## config.mk

```make
export PLATFORM = sky130hd
export DESIGN_NAME = master_bridge_async_fifo_wr_ptr_full_flat
export DESIGN_NICKNAME = d
export VERILOG_FILES = /design/src/rtl/master_bridge_async_fifo_pkg.sv /design/src/rtl/master_bridge_async_fifo_wr_ptr_full_if.sv /design/src/rtl/master_bridge_async_fifo_gray2bin.sv /design/src/rtl/master_bridge_async_fifo_wr_ptr_full.sv /design/src/flat_wrapper.sv
export SDC_FILE = /design/constraint.sdc
export NUM_CORES = 1
export LEC_CHECK = 0
export CORE_MARGIN = 10
export CORE_UTILIZATION = 41
export CTS_BUF_LIST = sky130_fd_sc_hd__clkbuf_16
export DETAILED_ROUTE_END_ITERATION = 10
export PLACE_DENSITY = 0.83
export SLEW_MARGIN = 25
export SYNTH_ARGS = -nofsm -noshare
export SYNTH_HDL_FRONTEND = slang
export SYNTH_HIERARCHICAL = 1
export SYNTH_SLANG_ARGS = --single-unit
```

## constraint.sdc

```tcl
create_clock -name CLK -period 2.8 [get_ports CLK]
set_clock_uncertainty 0.2 [all_clocks]
set_input_delay 0.56 -clock CLK [delete_from_list [all_inputs] [get_ports CLK]]
set_output_delay 0.56 -clock CLK [all_outputs]
set_load 0.005 [all_outputs]
```

## src/rtl/master_bridge_async_fifo_pkg.sv

```systemverilog
// -----------------------------------------------------------------------------
// master_bridge_async_fifo_pkg
// Shared definitions for the master bridge async FIFO pointer blocks.
//   ADDR_WIDTH_DEF : default FIFO address width (depth = 2**ADDR_WIDTH_DEF)
//   FUNC_W         : working width of the Gray helper functions; callers
//                    zero-extend their pointer and cast the result back down
//   bin2gray       : binary -> reflected Gray code
//   gray2bin       : reflected Gray code -> binary (zero-extended input)
// -----------------------------------------------------------------------------
package master_bridge_async_fifo_pkg;

  localparam int ADDR_WIDTH_DEF = 4;
  localparam int FUNC_W         = 32;

  function automatic logic [FUNC_W-1:0] bin2gray(input logic [FUNC_W-1:0] bin);
    return bin ^ {1'b0, bin[FUNC_W-1:1]};
  endfunction

  // Zero-extended upper bits keep the prefix XOR neutral, so narrow
  // pointers convert correctly through the wide helper.
  function automatic logic [FUNC_W-1:0] gray2bin(input logic [FUNC_W-1:0] gray);
    logic [FUNC_W-1:0] bin;
    bin = gray;
    for (int i = FUNC_W - 2; i >= 0; i--) begin
      bin[i] = bin[i+1] ^ gray[i];
    end
    return bin;
  endfunction

endpackage

```

## src/rtl/master_bridge_async_fifo_wr_ptr_full_if.sv

```systemverilog
// -----------------------------------------------------------------------------
// master_bridge_async_fifo_wr_ptr_full_if
// Bundle between the write-side client / read-domain synchronizer and the
// write pointer + flag block.
//   WR_EN            : push request from the write client
//   RD_PTR_GRAY_SYNC : read pointer, Gray, already synchronized into CLK
//   WR_ADDR          : memory write address
//   WR_PUSH          : memory write strobe
//   WR_PTR_GRAY      : registered Gray write pointer toward the read domain
//   WR_FULL/WR_AFULL : registered full / almost-full flags
//   WR_LEVEL         : registered write-side fill level
//   WR_OVFL          : sticky overflow error
// Modports: master = pointer block side, slave = client/environment side.
// -----------------------------------------------------------------------------
interface master_bridge_async_fifo_wr_ptr_full_if
  import master_bridge_async_fifo_pkg::*;
#(
  parameter int ADDR_WIDTH = ADDR_WIDTH_DEF
);

  logic                  WR_EN;
  logic [ADDR_WIDTH:0]   RD_PTR_GRAY_SYNC;
  logic [ADDR_WIDTH-1:0] WR_ADDR;
  logic                  WR_PUSH;
  logic [ADDR_WIDTH:0]   WR_PTR_GRAY;
  logic                  WR_FULL;
  logic                  WR_AFULL;
  logic [ADDR_WIDTH:0]   WR_LEVEL;
  logic                  WR_OVFL;

  modport master (
    input  WR_EN,
    input  RD_PTR_GRAY_SYNC,
    output WR_ADDR,
    output WR_PUSH,
    output WR_PTR_GRAY,
    output WR_FULL,
    output WR_AFULL,
    output WR_LEVEL,
    output WR_OVFL
  );

  modport slave (
    output WR_EN,
    output RD_PTR_GRAY_SYNC,
    input  WR_ADDR,
    input  WR_PUSH,
    input  WR_PTR_GRAY,
    input  WR_FULL,
    input  WR_AFULL,
    input  WR_LEVEL,
    input  WR_OVFL
  );

endinterface

```

## src/rtl/master_bridge_async_fifo_gray2bin.sv

```systemverilog
// -----------------------------------------------------------------------------
// master_bridge_async_fifo_gray2bin
// Combinational Gray -> binary converter (XOR prefix from the MSB down).
// Shared by the write-side and read-side pointer blocks.
//   gray : Gray-coded input, WIDTH bits
//   bin  : binary output, WIDTH bits
// -----------------------------------------------------------------------------
module master_bridge_async_fifo_gray2bin
  import master_bridge_async_fifo_pkg::*;
#(
  parameter int WIDTH = ADDR_WIDTH_DEF + 1
) (
  input  logic [WIDTH-1:0] gray,
  output logic [WIDTH-1:0] bin
);

  // Each binary bit is the parity of all Gray bits at or above it; written
  // per bit so there is no chained self-reference inside one process.
  for (genvar g = 0; g < WIDTH; g++) begin : g_bit
    assign bin[g] = ^gray[WIDTH-1:g];
  end

endmodule

```

## src/rtl/master_bridge_async_fifo_wr_ptr_full.sv

```systemverilog
// -----------------------------------------------------------------------------
// master_bridge_async_fifo_wr_ptr_full
// Write-domain pointer and flag generator of the master bridge async FIFO.
// Holds the binary write pointer, publishes a registered Gray copy for the
// read domain and derives full / almost-full / level / overflow from the
// synchronized Gray read pointer.
//   CLK  : write-domain clock
//   RST  : synchronous active-low reset
//   bus  : master modport (WR_EN, RD_PTR_GRAY_SYNC in; WR_ADDR, WR_PUSH,
//          WR_PTR_GRAY, WR_FULL, WR_AFULL, WR_LEVEL, WR_OVFL out)
// -----------------------------------------------------------------------------
module master_bridge_async_fifo_wr_ptr_full
  import master_bridge_async_fifo_pkg::*;
#(
  parameter int ADDR_WIDTH   = ADDR_WIDTH_DEF,
  parameter int AFULL_THRESH = 12
) (
  input  logic CLK,
  input  logic RST,
  master_bridge_async_fifo_wr_ptr_full_if.master bus
);

  localparam int            PW      = ADDR_WIDTH + 1;
  localparam logic [PW-1:0] AFULL_C = PW'(AFULL_THRESH);

  logic [PW-1:0] wbin_r;
  logic [PW-1:0] wgray_r;
  logic [PW-1:0] level_r;
  logic          full_r;
  logic          afull_r;
  logic          ovfl_r;

  logic          accept_s;
  logic [PW-1:0] wbin_next_s;
  logic [PW-1:0] wgray_next_s;
  logic [PW-1:0] rbin_sync_s;
  logic [PW-1:0] level_next_s;
  logic [PW-1:0] full_cmp_s;

  master_bridge_async_fifo_gray2bin #(
    .WIDTH (PW)
  ) u_rd_gray2bin (
    .gray (bus.RD_PTR_GRAY_SYNC),
    .bin  (rbin_sync_s)
  );

  // Next pointer, its Gray image, the level and the full-compare pattern.
  always_comb begin
    accept_s     = bus.WR_EN & ~full_r;
    wbin_next_s  = wbin_r + {{(PW-1){1'b0}}, accept_s};
    wgray_next_s = PW'(bin2gray(FUNC_W'(wbin_next_s)));
    level_next_s = wbin_next_s - rbin_sync_s;
    // Full in Gray space: write pointer is one lap ahead of the read pointer,
    // which inverts the two MSBs of the Gray code and leaves the rest equal.
    full_cmp_s   = {~bus.RD_PTR_GRAY_SYNC[PW-1:PW-2], bus.RD_PTR_GRAY_SYNC[PW-3:0]};
  end

  // Pointer and flag registers; reset takes priority over any push.
  always_ff @(posedge CLK) begin
    if (!RST) begin
      wbin_r  <= '0;
      wgray_r <= '0;
      level_r <= '0;
      full_r  <= 1'b0;
      afull_r <= 1'b0;
      ovfl_r  <= 1'b0;
    end else begin
      wbin_r  <= wbin_next_s;
      // Registered straight from the Gray image so the crossing sees a
      // single-bit, glitch-free step per accepted push.
      wgray_r <= wgray_next_s;
      level_r <= level_next_s;
      full_r  <= (wgray_next_s == full_cmp_s);
      afull_r <= (level_next_s >= AFULL_C);
      ovfl_r  <= ovfl_r | (bus.WR_EN & full_r);
    end
  end

  assign bus.WR_ADDR     = wbin_r[ADDR_WIDTH-1:0];
  assign bus.WR_PUSH     = accept_s;
  assign bus.WR_PTR_GRAY = wgray_r;
  assign bus.WR_FULL     = full_r;
  assign bus.WR_AFULL    = afull_r;
  assign bus.WR_LEVEL    = level_r;
  assign bus.WR_OVFL     = ovfl_r;

endmodule

```

## src/flat_wrapper.sv

```systemverilog
// flat-port wrapper written by rule: the top's interface ports become plain ports
module master_bridge_async_fifo_wr_ptr_full_flat import master_bridge_async_fifo_pkg::*;
#(
  parameter int ADDR_WIDTH   = ADDR_WIDTH_DEF,
  parameter int AFULL_THRESH = 12
)
  (CLK, RST, bus_WR_EN, bus_RD_PTR_GRAY_SYNC, bus_WR_ADDR, bus_WR_PUSH, bus_WR_PTR_GRAY, bus_WR_FULL, bus_WR_AFULL, bus_WR_LEVEL, bus_WR_OVFL);
  master_bridge_async_fifo_wr_ptr_full_if #(.ADDR_WIDTH(ADDR_WIDTH)) bus_i ();
  input  logic CLK;
  input  logic RST;
  input wire logic [$bits(bus_i.WR_EN)-1:0] bus_WR_EN;
  input wire logic [$bits(bus_i.RD_PTR_GRAY_SYNC)-1:0] bus_RD_PTR_GRAY_SYNC;
  output wire logic [$bits(bus_i.WR_ADDR)-1:0] bus_WR_ADDR;
  output wire logic [$bits(bus_i.WR_PUSH)-1:0] bus_WR_PUSH;
  output wire logic [$bits(bus_i.WR_PTR_GRAY)-1:0] bus_WR_PTR_GRAY;
  output wire logic [$bits(bus_i.WR_FULL)-1:0] bus_WR_FULL;
  output wire logic [$bits(bus_i.WR_AFULL)-1:0] bus_WR_AFULL;
  output wire logic [$bits(bus_i.WR_LEVEL)-1:0] bus_WR_LEVEL;
  output wire logic [$bits(bus_i.WR_OVFL)-1:0] bus_WR_OVFL;
  assign bus_i.WR_EN = bus_WR_EN;
  assign bus_i.RD_PTR_GRAY_SYNC = bus_RD_PTR_GRAY_SYNC;
  assign bus_WR_ADDR = bus_i.WR_ADDR;
  assign bus_WR_PUSH = bus_i.WR_PUSH;
  assign bus_WR_PTR_GRAY = bus_i.WR_PTR_GRAY;
  assign bus_WR_FULL = bus_i.WR_FULL;
  assign bus_WR_AFULL = bus_i.WR_AFULL;
  assign bus_WR_LEVEL = bus_i.WR_LEVEL;
  assign bus_WR_OVFL = bus_i.WR_OVFL;
  master_bridge_async_fifo_wr_ptr_full #(.ADDR_WIDTH(ADDR_WIDTH), .AFULL_THRESH(AFULL_THRESH)) u_core (.CLK(CLK), .RST(RST), .bus(bus_i));
endmodule
```

==> results of run 1 <==
per-stage QoR:
step	instances	TNS [ns]	hold WS [ns]	power, W
6_report	154	0	0.296	0.000848
4_1_cts	153	0	0.303	0.000833
3_5_place_dp	148	-1.75	0.287	0.000541
3_3_place_gp	148	-1.33	0.273	0.000534
2_1_floorplan	83	0	0.282	0.000417
5_1_grt	154	0	0.340	0.000898
critical path: stages:
cell	delay [ns]
clkdlybuf4s50_1	0.51
xnor3_1	0.25
ha_2	0.22
fa_2	0.37
maj3_2	0.35
o21bai_4	0.17
xnor2_2	0.08
and2_1	0.16
placed cells by master, fill, tap and decap left out, types with 2 or more instances in the layout:
cell,instances
ha_1,2
nand3_1,2
clkbuf_2,4
and2_1,8
nor2b_1,6
dfxtp_1,17
xor2_2,2
ha_4,2
buf_4,17
xnor2_1,9
a21oi_1,3
xnor2_2,5
clkbuf_16,3
xor2_1,4
inv_1,7
clkdlybuf4s50_1,20
power by group:
group	switching, W	total [W]	leakage (nW)	internal (W)
clock network	0.0000881	0.000277	0.0423	0.000189
registers	0.0000108	0.000284	0.140	0.000273
logic	0.000116	0.000287	0.422	0.000171
sequential cells by signal, indices dropped and copies added, names as in the netlist:
| name | count |
|---|---|
| u_core/bus.WR_PTR_GRAY | 4 |
| u_core/bus.WR_FULL | 1 |
| u_core/wbin_r | 5 |
| u_core/bus.WR_OVFL | 1 |
| u_core/bus.WR_LEVEL | 5 |
| u_core/bus.WR_AFULL | 1 |
kinds of logic (layout without fill, tap and decap cells):
| logic type | after synthesis | count (layout) |
|---|---|---|
| AO/OA/AOI/OAI | 5 | 5 |
| XOR/XNOR | 22 | 22 |
| adder cells (fa/ha/maj) | 8 | 8 |
| buffers and inverters | 10 | 54 |
| flip-flops | 17 | 17 |
| AND/OR/NAND/NOR | 21 | 21 |
worst max path at each step:
| stage | end |
|---|---|
| after detailed placement | u_core/bus.WR_LEVEL[4]$_SDFF_PN0_ |
| after floorplan | u_core/bus.WR_LEVEL[4]$_SDFF_PN0_ |
| final | u_core/bus.WR_LEVEL[4]$_SDFF_PN0_ |
| after global placement | u_core/bus.WR_LEVEL[4]$_SDFF_PN0_ |
| after global routing | u_core/bus.WR_LEVEL[4]$_SDFF_PN0_ |
| after CTS | u_core/bus.WR_LEVEL[4]$_SDFF_PN0_ |
per-layer routing:
metal	up-vias	share of wire	GRT usage
met5	-	0	0
li1	347	-	-
met3	2	0.072	0.0435
met4	0	0.013	0.0419
met1	328	0.37	0.109
met2	22	0.55	0.192
repair_timing:
item,CTS,global route
endpoints found under the setup margin,4,3
gates cloned,0,0
pin swaps,3,9
gates resized for setup,11,12
setup buffers,1,1
hold buffers,0,0
cell type report:
cell class	instances	area (µm²)	share of cell area
Clock buffer	3	75.1	0.0526
Timing Repair Buffer	42	357	0.250
Sequential cell	17	340	0.239
Inverter	8	30.0	0.0211
Tap cell	27	33.8	0.0237
Multi-Input combinational cell	56	587	0.411
Clock inverter	1	3.75	0.00263
==> results.sh, run 1 <==
export IMPL_design_final_nets=142
export IMPL_synth_cells=83
export IMPL_hold_path_startpoint="u_core/bus.WR_OVFL$_SDFF_PN0_"
export IMPL_final_min_clock_period_ns=2.75
export IMPL_final_critical_path_setup_slack_ns=0.0497
export IMPL_timing_critical_path_arrival_ns=2.68
export IMPL_place_congestion=0.767
export IMPL_setup_violations_final=0
export IMPL_timing_reg2reg_setup_slack_ns=0.39
export IMPL_cts_root_buf="clkbuf_16"
export IMPL_initial_antenna_violation_count=0
export IMPL_grt_overflow=0
export IMPL_run_status="finished clean"
export IMPL_hold_path_cell_count=2
export IMPL_dr_total_vias=699
export IMPL_worstSetupPathType="in2reg"
export IMPL_synthTopCellsByCount="dfxtp_1, xnor2_1, and2_1"
export IMPL_buffer_ports_inserted=25
export IMPL_final_antenna_net_count=0
export IMPL_post_synth_top_area_fraction=0.382
export IMPL_global_route_wire_length_before_repair_mm=3.63
export IMPL_post_synth_main_area_contributors="dfxtp_1, xnor2_1, ha_1"
export IMPL_cts_sink_count=17
export IMPL_die_height_um=66.6
export IMPL_grt_pass1_vias=759
export IMPL_postRouteWirelength_mm=2.33
export IMPL_vias_per_cell=4.54
export IMPL_initial_utilization=0.441
export IMPL_numCtsBuffers=3
export IMPL_r2r_cells=9
export IMPL_synth_edff_count=0
export IMPL_post_dp_hpwl_mm=1.64
export IMPL_insertedDiodeCount=0
export IMPL_worstPathRequired_ns=2.73
export IMPL_rr_endpoint="u_core/bus.WR_LEVEL[4]$_SDFF_PN0_"
export IMPL_max_slew_worst_pin_slew_ns=0.472
export IMPL_power_ir_vdd_worst_v=0.000438
export IMPL_dpl_worst_slack_ns=-0.472
export IMPL_synth_distinct_cells=26
export IMPL_crit_fanout=2
export IMPL_ys_seq_area_frac=0.382
export IMPL_cap_violations=0
export IMPL_path_clk_slew_ns=0.05
export IMPL_utilization=0.705
export IMPL_global_route_usage_total=0.108
export IMPL_placed_cell_area_um2=1280
export IMPL_synth_simple_area_share=0.146
export IMPL_tritoncts="yes"
export IMPL_clk_insertion_delay_late_ns=0.25
export IMPL_rsz0062_at_grt="no"
export IMPL_dominantRegCellSynth="dfxtp_1"
export IMPL_synthesis_area_per_instance_um2=10.7
export IMPL_drive_gt1_frac=0.323
export IMPL_yosys_area_share_xor_xnor=0.270
export IMPL_synthAdderAreaFrac=0.117
export IMPL_ys_seq_elements=17
export IMPL_fmax_mhz=364
export IMPL_yosys_warnings=6
export IMPL_min_to="u_core/bus.WR_OVFL$_SDFF_PN0_"
export IMPL_drt_pre_antenna_iters=4
export IMPL_synth_top_family_by_area="XOR/XNOR gates"
export IMPL_synth_largest_area_cell="dfxtp_1"
export IMPL_timing_hold_worst_class="reg2reg"
export IMPL_core_area_um2=2020
export IMPL_floorplan_die_area_um2=4440
export IMPL_design_portCount=26
export IMPL_final_hold_viol_count=0
export IMPL_worst_setup_path_startpoint="bus_RD_PTR_GRAY_SYNC[0]"
export IMPL_synth_most_common_cell="dfxtp_1"
export IMPL_synth_nets=97
export IMPL_total_number_of_h_tree_levels=1
export IMPL_placementRows=16
export IMPL_remaining_drcs=0
export IMPL_die_w_um=66.6
export IMPL_portion_of_netlist_area_occupied_by_mux_cells=0
export IMPL_timing_max_slew_rel_slack=0.685
export IMPL_fill_cells=147
export IMPL_critical_path_reg2reg_startpoint="u_core/bus.WR_FULL$_SDFF_PN0_"
export IMPL_area_growth_synth_to_final_pct=60.1
export IMPL_power_density_cell_area_nw_per_um2=594
export IMPL_count_of_pins_over_their_slew_limit=0
export IMPL_grt_max_degree=18
export IMPL_drt_wirelength_per_cell_um=15.1
export IMPL_drt_initial_drc_count=18
export IMPL_cell_area_synth_um2=891
export IMPL_synth_compound_gate_area_share=0.0393
export IMPL_leak_pwr_nw=0.603
export IMPL_async_flop_share=0
export IMPL_worst_setup_path_start_kind="input pin"
export IMPL_endpoint_kind="flop"
export IMPL_clockBufferDepth=2
export IMPL_share_of_the_cycle_needed_by_the_critical_path_after_routing=0.982
export IMPL_post_route_cell_area_um2=1430
No activity file was read; power rests on OpenSTA's default activity.
==> run 2: changes to the inputs <==
==> constraint.sdc (replaced) <==
create_clock -name CLK -period 2.8 [get_ports CLK]
set_clock_uncertainty 0.2 [all_clocks]
set_input_delay 0.42 -clock CLK [delete_from_list [all_inputs] [get_ports CLK]]
set_output_delay 0.42 -clock CLK [all_outputs]
set_load 0.005 [all_outputs]
==> run 2 against run 1 <==
  * Worst setup slack improved by 0.036 ns
  * Routed wire length decreased by 10%
  * First-iteration DRC count decreased by 22%
  * Final cell count decreased by 1.9%
  * Die area unchanged
  * Combinational power decreased by 9.8%
  * Total power decreased by 3.1%
  * Fmax increased by 1.3%
  * Critical path depth increased by 1
  * Critical endpoint unchanged
==> results.sh, run 2 (same netlist as run 1, synthesis figures left out) <==
export IMPL_initial_antenna_violation_count=0
export IMPL_grt_overflow=0
export IMPL_drt_wirelength_per_cell_um=13.8
export IMPL_clockBufferDepth=2
export IMPL_area_growth_synth_to_final_pct=55.3
export IMPL_drive_gt1_frac=0.242
export IMPL_fmax_mhz=368
export IMPL_placementRows=16
export IMPL_postRouteWirelength_mm=2.09
export IMPL_global_route_usage_total=0.0942
export IMPL_dr_total_vias=687
export IMPL_total_number_of_h_tree_levels=1
export IMPL_vias_per_cell=4.55
export IMPL_dr_wl_met3_um=142
export IMPL_count_of_pins_over_their_slew_limit=0
export IMPL_cts_sink_count=17
export IMPL_place_congestion=0.816
export IMPL_top_layer="met3"
export IMPL_die_height_um=66.6
export IMPL_met1_wire_length_um=821
export IMPL_core_area_um2=2020
export IMPL_drt_initial_drc_count=14
export IMPL_fill_cells=155
export IMPL_hold_slack_ns=0.286
export IMPL_power_ir_vdd_worst_v=0.000471
export IMPL_rsz0062_at_grt="no"
export IMPL_share_of_the_cycle_needed_by_the_critical_path_after_routing=0.969
export IMPL_crit_fanout=2
export IMPL_drt_pre_antenna_iters=4
export IMPL_die_w_um=66.6
export IMPL_tritoncts="yes"
export IMPL_final_min_clock_period_ns=2.71
export IMPL_post_dp_hpwl_mm=1.70
export IMPL_worst_setup_path_start_kind="input pin"
export IMPL_floorplan_die_area_um2=4440
export IMPL_timing_reg2reg_setup_slack_ns=0.42
export IMPL_final_cell_mix="clkdlybuf4s50_1, dfxtp_1, buf_4, xnor2_1, and2_1"
export IMPL_buffer_ports_inserted=25
export IMPL_timing_hold_worst_class="reg2reg"
export IMPL_met2_wire_length_mm=1.12
export IMPL_clk_insertion_delay_late_ns=0.24
export IMPL_numCtsBuffers=3
export IMPL_regArea_um2=340
export IMPL_final_antenna_net_count=0
export IMPL_leading_cell_type_in_the_layout_fill_and_taps_excluded="clkdlybuf4s50_1"
export IMPL_initial_utilization=0.441
export IMPL_timing_critical_path_arrival_ns=2.65
export IMPL_cts_root_buf="clkbuf_16"
export IMPL_grt_pass1_vias=684
export IMPL_grt_max_degree=18
export IMPL_utilization=0.684
export IMPL_final_hold_viol_count=0
export IMPL_cap_violations=0
export IMPL_design_portCount=26
export IMPL_multi_input_area_um2=547
export IMPL_endpoint_kind="flop"
export IMPL_design_final_nets=139
export IMPL_insertedDiodeCount=0
export IMPL_timing_max_slew_rel_slack=0.672
export IMPL_path_clk_slew_ns=0.05
export IMPL_leak_pwr_nw=0.586
export IMPL_run_status="finished clean"
export IMPL_setup_violations_final=0
export IMPL_worstPathRequired_ns=2.74
export IMPL_remaining_drcs=0
export IMPL_max_slew_worst_pin_slew_ns=0.491
export IMPL_global_route_wire_length_before_repair_mm=3.18
export IMPL_power_density_cell_area_nw_per_um2=594
export IMPL_design_power_total_w=0.000822
export IMPL_worstSetupPathType="in2reg"
[run 2: changes by cell type in the layout (fill, tap and decap cells not counted), sizes merged]
cell,change
dlygate4sd2,+1
inv,-1
clkinv,+1
buf,-3
clkbuf,-4
clkdlybuf4s50,+3
[run 2: worst paths after layout]
path / startpoint / end / cells past startpoint
setup / recovery: bus_RD_PTR_GRAY_SYNC[1] / u_core/bus.WR_LEVEL[4]$_SDFF_PN0_ / 9
hold / removal: u_core/bus.WR_OVFL$_SDFF_PN0_ / u_core/bus.WR_OVFL$_SDFF_PN0_ / 2
setup reg to reg: u_core/bus.WR_FULL$_SDFF_PN0_ / u_core/bus.WR_LEVEL[4]$_SDFF_PN0_ / 9
hold reg to reg: u_core/bus.WR_OVFL$_SDFF_PN0_ / u_core/bus.WR_OVFL$_SDFF_PN0_ / 2
[run 2: repair_timing]
action	CTS	global route
gates resized for setup	3	5
hold buffers	0	0
endpoints found under the setup margin	2	3
pin swaps	1	0
buffers inserted	1	0
hold endpoints to repair	0	0
[run 2: worst max-delay path: stages]
cell and delay, ns:
clkdlybuf4s50_1 0.47, xnor2_2 0.22, xnor3_1 0.24, ha_1 0.23, fa_2 0.37, maj3_2 0.32, o21bai_2 0.13, xnor2_1 0.10
and2_1 0.16
[run 2: metrics by stage]
step	instances	instance area (µm²)	worst slack, ns	setup TNS [ns]
floorplan	83	891	0.225	0
finish	151	1380	0.0855	0
detailed placement	146	1260	-0.347	-0.925
global placement	146	1260	-0.254	-0.614
CTS	151	1350	0.0501	0
global route	151	1380	0.00228	0
[run 2: layout make-up]
class                      instances  share of cell area
sequential                        17               0.246
tap                               27              0.0244
timing repair buffer              39               0.255
clock inverter                     1             0.00362
clock buffer                       3              0.0542
inverter                           8              0.0217
multi-input combinational         56               0.395
[run 2: layer usage]
layer,global-route usage,vias up
li1,-,341
met1,0.100,328
met2,0.162,18
met3,0.0301,0
met4,0.0471,0
met5,0,-
[run 2: power breakdown]
group,internal [W],total [W],switching [W],leakage (nW)
clock network,0.000191,0.000279,0.0000882,0.0409
registers,0.000273,0.000284,0.0000105,0.140
logic,0.000154,0.000259,0.000105,0.405
==> run 3: changes to the inputs <==
--- a/config.mk
+++ b/config.mk
@@ -5,7 +5,7 @@
 export SDC_FILE = /design/constraint.sdc
 export NUM_CORES = 1
 export LEC_CHECK = 0
-export CORE_MARGIN = 10
+export CORE_MARGIN = 2
 export CORE_UTILIZATION = 41
 export CTS_BUF_LIST = sky130_fd_sc_hd__clkbuf_16
 export DETAILED_ROUTE_END_ITERATION = 10
==> run 3 against run 2 <==
  * First-iteration DRC count down 29%
  * Global-route usage grew 6.5 points
  * Design area is 1.3% higher
  * Fmax shrank 0.28%
  * Highest routed layer is now met4
  * Routed wire length decreased by 15%
  * Non-clock buffer count is the same
  * Largest cell class unchanged
  * Count of clock-buffer cells in the layout is the same
  * Clock power shrank 2%
  * Critical path depth up 1
  * Final cell count unchanged
  * Core utilization increased by 1.6 points
  * Worst setup slack worse by 0.0076 ns
==> results.sh, run 3 (same netlist as run 1, synthesis figures left out) <==
export IMPL_worst_setup_path_startpoint="bus_WR_EN"
export IMPL_fmax_mhz=367
export IMPL_remaining_drcs=0
export IMPL_run_status="finished clean"
export IMPL_place_congestion=0.767
export IMPL_placed_cell_area_um2=1250
export IMPL_top_layer="met4"
export IMPL_timing_max_slew_rel_slack=0.684
export IMPL_cts_root_buf="clkbuf_16"
export IMPL_tritoncts="yes"
export IMPL_placementRows=16
export IMPL_clockBufferDepth=2
export IMPL_cts_hold_buffers_added=0
export IMPL_count_of_pins_over_their_slew_limit=0
export IMPL_clk_insertion_delay_late_ns=0.24
export IMPL_drt_initial_drc_count=10
export IMPL_path_clk_slew_ns=0.05
export IMPL_power_density_cell_area_nw_per_um2=591
export IMPL_fill_cells=149
export IMPL_postRouteWirelength_mm=1.77
export IMPL_initial_utilization=0.445
export IMPL_design_final_nets=139
export IMPL_grt_max_degree=18
export IMPL_timing_critical_path_arrival_ns=2.66
export IMPL_core_area_um2=2000
export IMPL_total_number_of_h_tree_levels=1
export IMPL_power_ir_vdd_worst_v=0.000336
export IMPL_grt_pass1_vias=700
export IMPL_dr_total_vias=673
export IMPL_dr_wl_met3_um=84
export IMPL_setup_violations_final=0
export IMPL_crit_fanout=3
export IMPL_critPathCapture="u_core/bus.WR_LEVEL[4]$_SDFF_PN0_"
export IMPL_timing_reg2reg_setup_slack_ns=0.41
export IMPL_max_slew_worst_pin_slew_ns=0.473
export IMPL_critical_path_reg2reg_startpoint="u_core/bus.WR_FULL$_SDFF_PN0_"
export IMPL_global_route_usage_total=0.159
export IMPL_endpoint_kind="flop"
export IMPL_dpl_worst_slack_ns=-0.351
export IMPL_drt_wirelength_per_cell_um=11.7
export IMPL_leak_pwr_nw=0.601
export IMPL_share_of_the_cycle_needed_by_the_critical_path_after_routing=0.972
export IMPL_leading_cell_type_in_the_layout_fill_and_taps_excluded="clkdlybuf4s50_1"
export IMPL_timing_hold_worst_class="reg2reg"
export IMPL_final_hold_viol_count=0
export IMPL_numCtsBuffers=3
export IMPL_grt_overflow=0
export IMPL_post_route_cell_area_um2=1400
export IMPL_worstPathRequired_ns=2.73
export IMPL_floorplan_die_area_um2=2560
export IMPL_design_portCount=26
export IMPL_met1_wire_length_um=741
export IMPL_final_cell_mix="clkdlybuf4s50_1, dfxtp_1, buf_4, xnor2_1, and2_1"
export IMPL_cts_sink_count=17
export IMPL_drive_gt1_frac=0.258
export IMPL_area_growth_synth_to_final_pct=57.3
export IMPL_final_min_clock_period_ns=2.72
export IMPL_global_route_wire_length_before_repair_mm=3.02
export IMPL_post_dp_hpwl_mm=1.38
export IMPL_buffer_ports_inserted=25
export IMPL_die_w_um=50.6
export IMPL_die_height_um=50.6
export IMPL_utilization=0.700
export IMPL_worst_setup_path_start_kind="input pin"
export IMPL_cap_violations=0
export IMPL_worstSetupPathType="in2reg"
export IMPL_initial_antenna_violation_count=0
export IMPL_final_critical_path_setup_slack_ns=0.0779
export IMPL_rsz0062_at_grt="no"
export IMPL_vias_per_cell=4.46
export IMPL_insertedDiodeCount=0
export IMPL_rr_endpoint="u_core/bus.WR_LEVEL[4]$_SDFF_PN0_"
export IMPL_final_antenna_net_count=0
export IMPL_met2_wire_length_um=917
export IMPL_r2r_cells=9
export IMPL_drt_pre_antenna_iters=4
-- run 3: worst max-delay path, stage by stage --
cell and delay (ns):
clkdlybuf4s50_1 0.41, nor2b_1 0.15, ha_2 0.35, inv_1 0.05, ha_2 0.20, fa_2 0.37
maj3_2 0.32, o21bai_2 0.13, xnor2_1 0.10, and2_1 0.16
-- run 3: metal layers --
layer | vias to the layer above | track usage
li1 | 339 | -
met3 | 4 | 0.0327
met5 | - | 0
met4 | 0 | 0.104
met2 | 22 | 0.263
met1 | 308 | 0.186
-- run 3: how the worst min path moves through the flow --
stage	start	endpoint	slack [ns]	cells past startpoint
after floorplan	u_core/bus.WR_OVFL$_SDFF_PN0_	u_core/bus.WR_OVFL$_SDFF_PN0_	0.28	2
after global placement	u_core/bus.WR_OVFL$_SDFF_PN0_	u_core/bus.WR_OVFL$_SDFF_PN0_	0.27	2
after detailed placement	u_core/bus.WR_OVFL$_SDFF_PN0_	u_core/bus.WR_OVFL$_SDFF_PN0_	0.29	2
after CTS	u_core/bus.WR_OVFL$_SDFF_PN0_	u_core/bus.WR_OVFL$_SDFF_PN0_	0.30	2
after global routing	u_core/bus.WR_OVFL$_SDFF_PN0_	u_core/bus.WR_OVFL$_SDFF_PN0_	0.37	2
final	u_core/bus.WR_OVFL$_SDFF_PN0_	u_core/bus.WR_OVFL$_SDFF_PN0_	0.29	2
-- run 3: final cells by class --
class                           count  area (µm²)  area share
Sequential cell                    17         340       0.243
Multi-Input combinational cell     56         559       0.399
Clock inverter                      1        3.75     0.00268
Tap cell                           27        33.8      0.0241
Clock buffer                        3        75.1      0.0536
Inverter                            8        30.0      0.0214
Timing Repair Buffer               39         359       0.256
-- run 3: metrics by stage --
stage	cells	TNS [ns]	hold slack [ns]	total power [W]
2_1_floorplan	83	0	0.282	0.000417
3_3_place_gp	145	-0.724	0.269	0.000527
3_5_place_dp	145	-1.10	0.289	0.000537
4_1_cts	149	0	0.300	0.000813
5_1_grt	151	0	0.371	0.000885
6_report	151	0	0.292	0.000829
-- run 3: timing repair --
action                     CTS  global route
hold endpoints to repair     0             0
setup endpoints to repair    2             3
pin swaps                    2             5
buffers inserted             0             2
gates resized for setup      3             8
-- run 3: report_power, final --
group          switching (W)  total, W  internal, W
Combinational       0.000107  0.000273     0.000166
Sequential        0.00000909  0.000282     0.000273
Clock              0.0000844  0.000273     0.000189
